===== src/rtl/iter_shift_unit.sv =====
// Iterative SLL/SRL/SRA/ROR unit: one binary-weighted shift stage per clock, start/ready handshake.
// Optional macro SHIFT_EARLY_DONE_EN ends the operation once no higher shift-amount bits remain.
module iter_shift_unit #(
  parameter int  DATA_WIDTH  = 32,
  localparam int SHAMT_WIDTH = $clog2(DATA_WIDTH)
) (
  input  logic                   clock,
  input  logic                   reset_n,
  input  logic                   ctrl_start,
  input  logic [1:0]             ctrl_shiftop,
  input  logic [SHAMT_WIDTH-1:0] ctrl_shiftamt,
  input  logic [DATA_WIDTH-1:0]  data_operandA,
  output logic [DATA_WIDTH-1:0]  data_result,
  output logic                   data_resultRDY,
  output logic                   ctrl_busy
);

  localparam int CNT_WIDTH = $clog2(SHAMT_WIDTH);
  localparam logic [CNT_WIDTH-1:0]   LAST_STAGE = CNT_WIDTH'(SHAMT_WIDTH - 1);
  localparam logic [SHAMT_WIDTH:0]   DW_EXT     = (SHAMT_WIDTH + 1)'(DATA_WIDTH);

  typedef enum logic [1:0] {IDLE, SHIFT, DONE} state_e;
  typedef enum logic [1:0] {OP_SLL, OP_SRL, OP_SRA, OP_ROR} shift_op_e;

  state_e                  state_q, state_d;
  shift_op_e               op_q, op_d;
  logic [SHAMT_WIDTH-1:0]  amt_q, amt_d;
  logic [CNT_WIDTH-1:0]    k_q, k_d;
  logic [DATA_WIDTH-1:0]   work_q, work_d;
  logic [DATA_WIDTH-1:0]   result_q, result_d;
  logic                    sign_q, sign_d;

  logic                    accept;
  logic                    lastStage;
  logic [SHAMT_WIDTH-1:0]  stepAmt;
  logic [SHAMT_WIDTH:0]    revAmt;
  logic [DATA_WIDTH-1:0]   onesShr;
  logic [DATA_WIDTH-1:0]   shifted;
  logic [DATA_WIDTH-1:0]   stageVal;

  always_ff @(posedge clock) begin
    if (!reset_n) begin
      state_q  <= IDLE;
      op_q     <= OP_SLL;
      amt_q    <= '0;
      k_q      <= '0;
      work_q   <= '0;
      result_q <= '0;
      sign_q   <= 1'b0;
    end else begin
      state_q  <= state_d;
      op_q     <= op_d;
      amt_q    <= amt_d;
      k_q      <= k_d;
      work_q   <= work_d;
      result_q <= result_d;
      sign_q   <= sign_d;
    end
  end

  // Stage k moves the work register by 2^k; SRA fills from the sign captured at accept.
  always_comb begin
    stepAmt = SHAMT_WIDTH'(1) << k_q;
    revAmt  = DW_EXT - {1'b0, stepAmt};
    onesShr = {DATA_WIDTH{1'b1}} >> stepAmt;
    shifted = work_q;
    case (op_q)
      OP_SLL:  shifted = work_q << stepAmt;
      OP_SRL:  shifted = work_q >> stepAmt;
      OP_SRA:  shifted = (work_q >> stepAmt) | (sign_q ? ~onesShr : '0);
      OP_ROR:  shifted = (work_q >> stepAmt) | (work_q << revAmt);
      default: shifted = work_q;
    endcase
    stageVal = amt_q[k_q] ? shifted : work_q;
`ifdef SHIFT_EARLY_DONE_EN
    lastStage = (k_q == LAST_STAGE) || (((amt_q >> k_q) >> 1) == '0);
`else
    lastStage = (k_q == LAST_STAGE);
`endif
  end

  always_comb begin
    state_d  = state_q;
    op_d     = op_q;
    amt_d    = amt_q;
    k_d      = k_q;
    work_d   = work_q;
    result_d = result_q;
    sign_d   = sign_q;
    accept   = ctrl_start && (state_q == IDLE || state_q == DONE);
    case (state_q)
      IDLE, DONE: begin
        if (accept) begin
          op_d    = shift_op_e'(ctrl_shiftop);
          amt_d   = ctrl_shiftamt;
          work_d  = data_operandA;
          sign_d  = data_operandA[DATA_WIDTH-1];
          k_d     = '0;
          state_d = SHIFT;
`ifdef SHIFT_EARLY_DONE_EN
          if (ctrl_shiftamt == '0) begin
            state_d  = DONE;
            result_d = data_operandA;
          end
`endif
        end else begin
          state_d = IDLE;
        end
      end
      SHIFT: begin
        work_d = stageVal;
        if (lastStage) begin
          state_d  = DONE;
          result_d = stageVal;
        end else begin
          k_d = k_q + 1'b1;
        end
      end
      default: state_d = IDLE;
    endcase
  end

  always_comb begin
    data_result    = result_q;
    data_resultRDY = (state_q == DONE);
    ctrl_busy      = (state_q == SHIFT);
  end

endmodule

===== config.mk =====
export PLATFORM = sky130hd
export DESIGN_NAME = iter_shift_unit
export DESIGN_NICKNAME = d
export VERILOG_FILES = /design/src/rtl/iter_shift_unit.sv
export SDC_FILE = /design/constraint.sdc
export NUM_CORES = 1
export LEC_CHECK = 0
export ABC_AREA = 1
export CAP_MARGIN = 20
export CORE_AREA = 2 2 129 131
export CTS_BUF_LIST = sky130_fd_sc_hd__clkbuf_8
export CTS_CLUSTER_DIAMETER = 30
export CTS_CLUSTER_SIZE = 20
export DETAILED_ROUTE_END_ITERATION = 16
export DIE_AREA = 0 0 131 133
export PLACE_DENSITY_LB_ADDON = 0.25
export SLEW_MARGIN = 0
export SYNTH_ARGS = -nofsm -noshare
export SYNTH_HDL_FRONTEND = slang
export SYNTH_SLANG_ARGS = --single-unit

===== constraint.sdc =====
create_clock -name clock -period 3.07 [get_ports clock]
set_input_delay 0.4605 -clock clock [delete_from_list [all_inputs] [get_ports clock]]
set_output_delay 0.4605 -clock clock [all_outputs]
set_load 0.05 [all_outputs]

==> results <==
[kinds of logic (layout without fill, tap and decap cells)]
kind of cell	Yosys count	after routing	synth area share [%]
and+or+nand+nor	1065	1065	53.85
AOI/OAI and AO/OA	259	259	15.90
DFF	77	77	17.72
adders and majority gates	10	10	1.439
buffers and inverters	221	274	10.99
xor gates and xnor gates	1	1	0.1007
[metal layers]
metal,up-vias,wire length [µm]
met1,5357,15400
met5,-,0
met3,185,6267
met4,0,2432
li1,5541,-
met2,1076,15970
[state kept, by name, indices dropped and copies added, names as in the netlist]
register,cells
amt_q,5
data_result,32
k_q,3
op_q,2
sign_q,1
state_q,2
work_q,32
[cell usage in the layout (no fill, tap or decap), types with 9 or more instances in the layout]
master	count
a21oi_1	97
clkbuf_8	9
o21ai_0	111
dfxtp_1	76
inv_1	110
nand3_1	393
nand2_1	549
nor2_1	72
o21ai_1	16
o211ai_1	17
nand4_1	10
clkdlybuf4s50_1	75
buf_4	51
[worst min-delay path by stage]
stage / start / endpoint / slack, ns / depth (start not counted)
final: work_q[14] / work_q[14] / 0.47 / 2
after global routing: work_q[14] / work_q[14] / 0.50 / 2
after CTS: work_q[14] / work_q[14] / 0.47 / 2
after detailed placement: work_q[14] / work_q[14] / 0.46 / 2
after global placement: work_q[25] / work_q[25] / 0.45 / 2
after floorplan: work_q[14] / work_q[14] / 0.45 / 2
[metrics by stage]
stage | util [%] | power, mW | worst slack [ns] | instance area [µm²]
finish | 61.99 | 4.581 | 0.02204 | 10020
CTS | 61.65 | 4.428 | 0.01146 | 9970
detailed placement | 60.39 | 3.602 | 0.05226 | 9766
global placement | 60.39 | 3.585 | 0.1015 | 9766
global route | 61.99 | 4.824 | 0.02006 | 10020
floorplan | - | 2.817 | 0.02196 | 8697
[power breakdown]
part           leakage [nW]  total [mW]  switching (mW)  internal (mW)
Sequential            0.629        1.09          0.0355           1.05
Clock                0.0968       0.830           0.444          0.385
Combinational          3.94        2.66            1.87          0.792
[final cells by class]
cell class              count  area share [%]
multi-input cells        1335           62.12
inverters                 122           4.668
repair buffers            136           13.04
flip-flops and latches     77           15.39
clock inverters             7          0.7988
clock buffers               9           1.236
well taps                 220           2.746
[timing repair]
item	in CTS	in global routing
setup buffers	0	2
endpoints found under the setup margin	0	60
gates resized for setup	0	7
[worst reg2reg max path, stage by stage, from the launching register on]
cell and delay (ns):
dfxtp_2 0.39, inv_1 0.07, buf_4 0.15, ha_1 0.24
buf_4 0.16, nand2_4 0.18, buf_4 0.48, nand3_1 0.24
nand2_1 0.11, nand2_1 0.05, a31oi_1 0.39, nand2_1 0.17
nand2_1 0.20, a21oi_1 0.09
==> results.yml <==
worst_setup_path:
  crit_slowest_cell: "buf_4"
  critPathBufInv: 4
  rrSetupSlack_ns: 0.02
  path_class: "flop to flop"
  rr_worst_depth: 13
  cp-startpoint: "k_q[0]"
  cp_common_cell: "nand2_1"
  path_depth: 13
  cp.required_ns: 3.32
  reg2reg_to: "data_result[9]"
  critPathCaptureType: "flop"
  start_kind: "flop"
  arrival_ns: 3.30
  reg2reg_from: "k_q[0]"
  cp_max_fo: 38
  crit_path_end: "data_result[9]"
  crit_family: "simple AND/OR/NAND/NOR gates"
  path_cells: "inv_1 > buf_4 > ha_1 > buf_4 > nand2_4 > buf_4 > nand3_1 > nand2_1 > nand2_1 > a31oi_1 > nand2_1 > nand2_1 > a21oi_1"
  max_stage_delay_ns: 0.47
pwr:
  pwr_density_cell_nw_per_um2: 457.0
  leakagePower_nw: 4.669
  vdd_drop_max_mv: 0.3153
logic_synthesis:
  ys_async_sr_fraction_pct: 0
  synth_seq_cells: 77
  yosysMostFrequentCell: "nand2_1"
  ys_types: 40
  synth_commonest_cells: "549 x nand2_1, 393 x nand3_1, 111 x o21ai_0"
  avgSynthCellArea_um2: 5.326
  ys.flop_type: "dfxtp_1"
  syn-num-nets: 1685
  yosysWarnings: 0
  synth.top_cell.area_share_pct: 23.69
  syn_inst: 1633
  yosys.area.top_type: "nand2_1"
  synth_area_leaders: "nand2_1 24%, nand3_1 23%, dfxtp_1 18%"
  synth_edf_count: 0
  syn-cell-area_um2: 8697
  seq_area_frac_synth_pct: 17.72
cts:
  cts_root_buf: "clkbuf_8"
  clk_pin_slew_ns: 0.10
  clock-sinks: 77
  cts_max_level: 3
  cts_hold_buf: 0
  insertion_delay_ns: 0.38
  cts_tree: "built"
  cts_buffers: 9
  cts_buffer_depth: 2
detailed_routing:
  drc: 0
  drt-vias-per-instance: 6.379
  wl_per_cell_um: 21.02
  drt_iter0_drc: 2185
  vias: 12160
  drt-total-wl_mm: 40.07
  detail-route-antenna-nets: 0
  first_pass_iters: 8
floorplan:
  dieWidth_um: 131
  dieArea_um2: 17420
  ioPinCount: 76
  start_util_pct: 53.78
  die_y_um: 133
  core_area_um2: 16170
  rows: 47
timing:
  rsz0062_at_grt: "no"
  tightest_slew_ns: 0.6850
  skew_ns: 0.01998
  final-setup-viol-count: 0
  maxSlewHeadroom_pct: 54.16
  fin_hold_ws_ns: 0.4726
  report.final.slew_viol_count: 0
  period_share_pct: 99.28
  fmax_ghz: 0.3281
  final.min_clock_period_ns: 3.048
  hold_viol_final: 0
  fin_tns_setup_ns: 0
global_routing:
  grt_use_total_pct: 45.62
  overflow: 0
  antenna_found_initial: 0
  grt_pass1_vias: 10670
  met2_usage_pct: 63.13
  grt_pass1_wl_mm: 60.60
  grt_max_degree: 62
  gr-usage-met1_pct: 63.36
  top_usage_layer: "met1"
  grt_use_met3_pct: 14.72
final_layout:
  drive_above_1_share_pct: 7.177
  multiInputGateArea_um2: 6227
  nFillCells: 1654
  finalNetCount: 1733
  seqCellArea_um2: 1543
  area_growth_pct: 15.26
  fin_cells: 1906
  antenna_cells: 0
min_path:
  min_path_type: "flop to flop"
job:
  maxCapViolations: 0
placement:
  port_buffers: 75
  placed_cells: 1888
  hpwlAfterDp_mm: 30.45
  gp_congestion: 1.178
run_status:
  status: "completed"
Note: power is estimated with default switching activity, not from simulation.
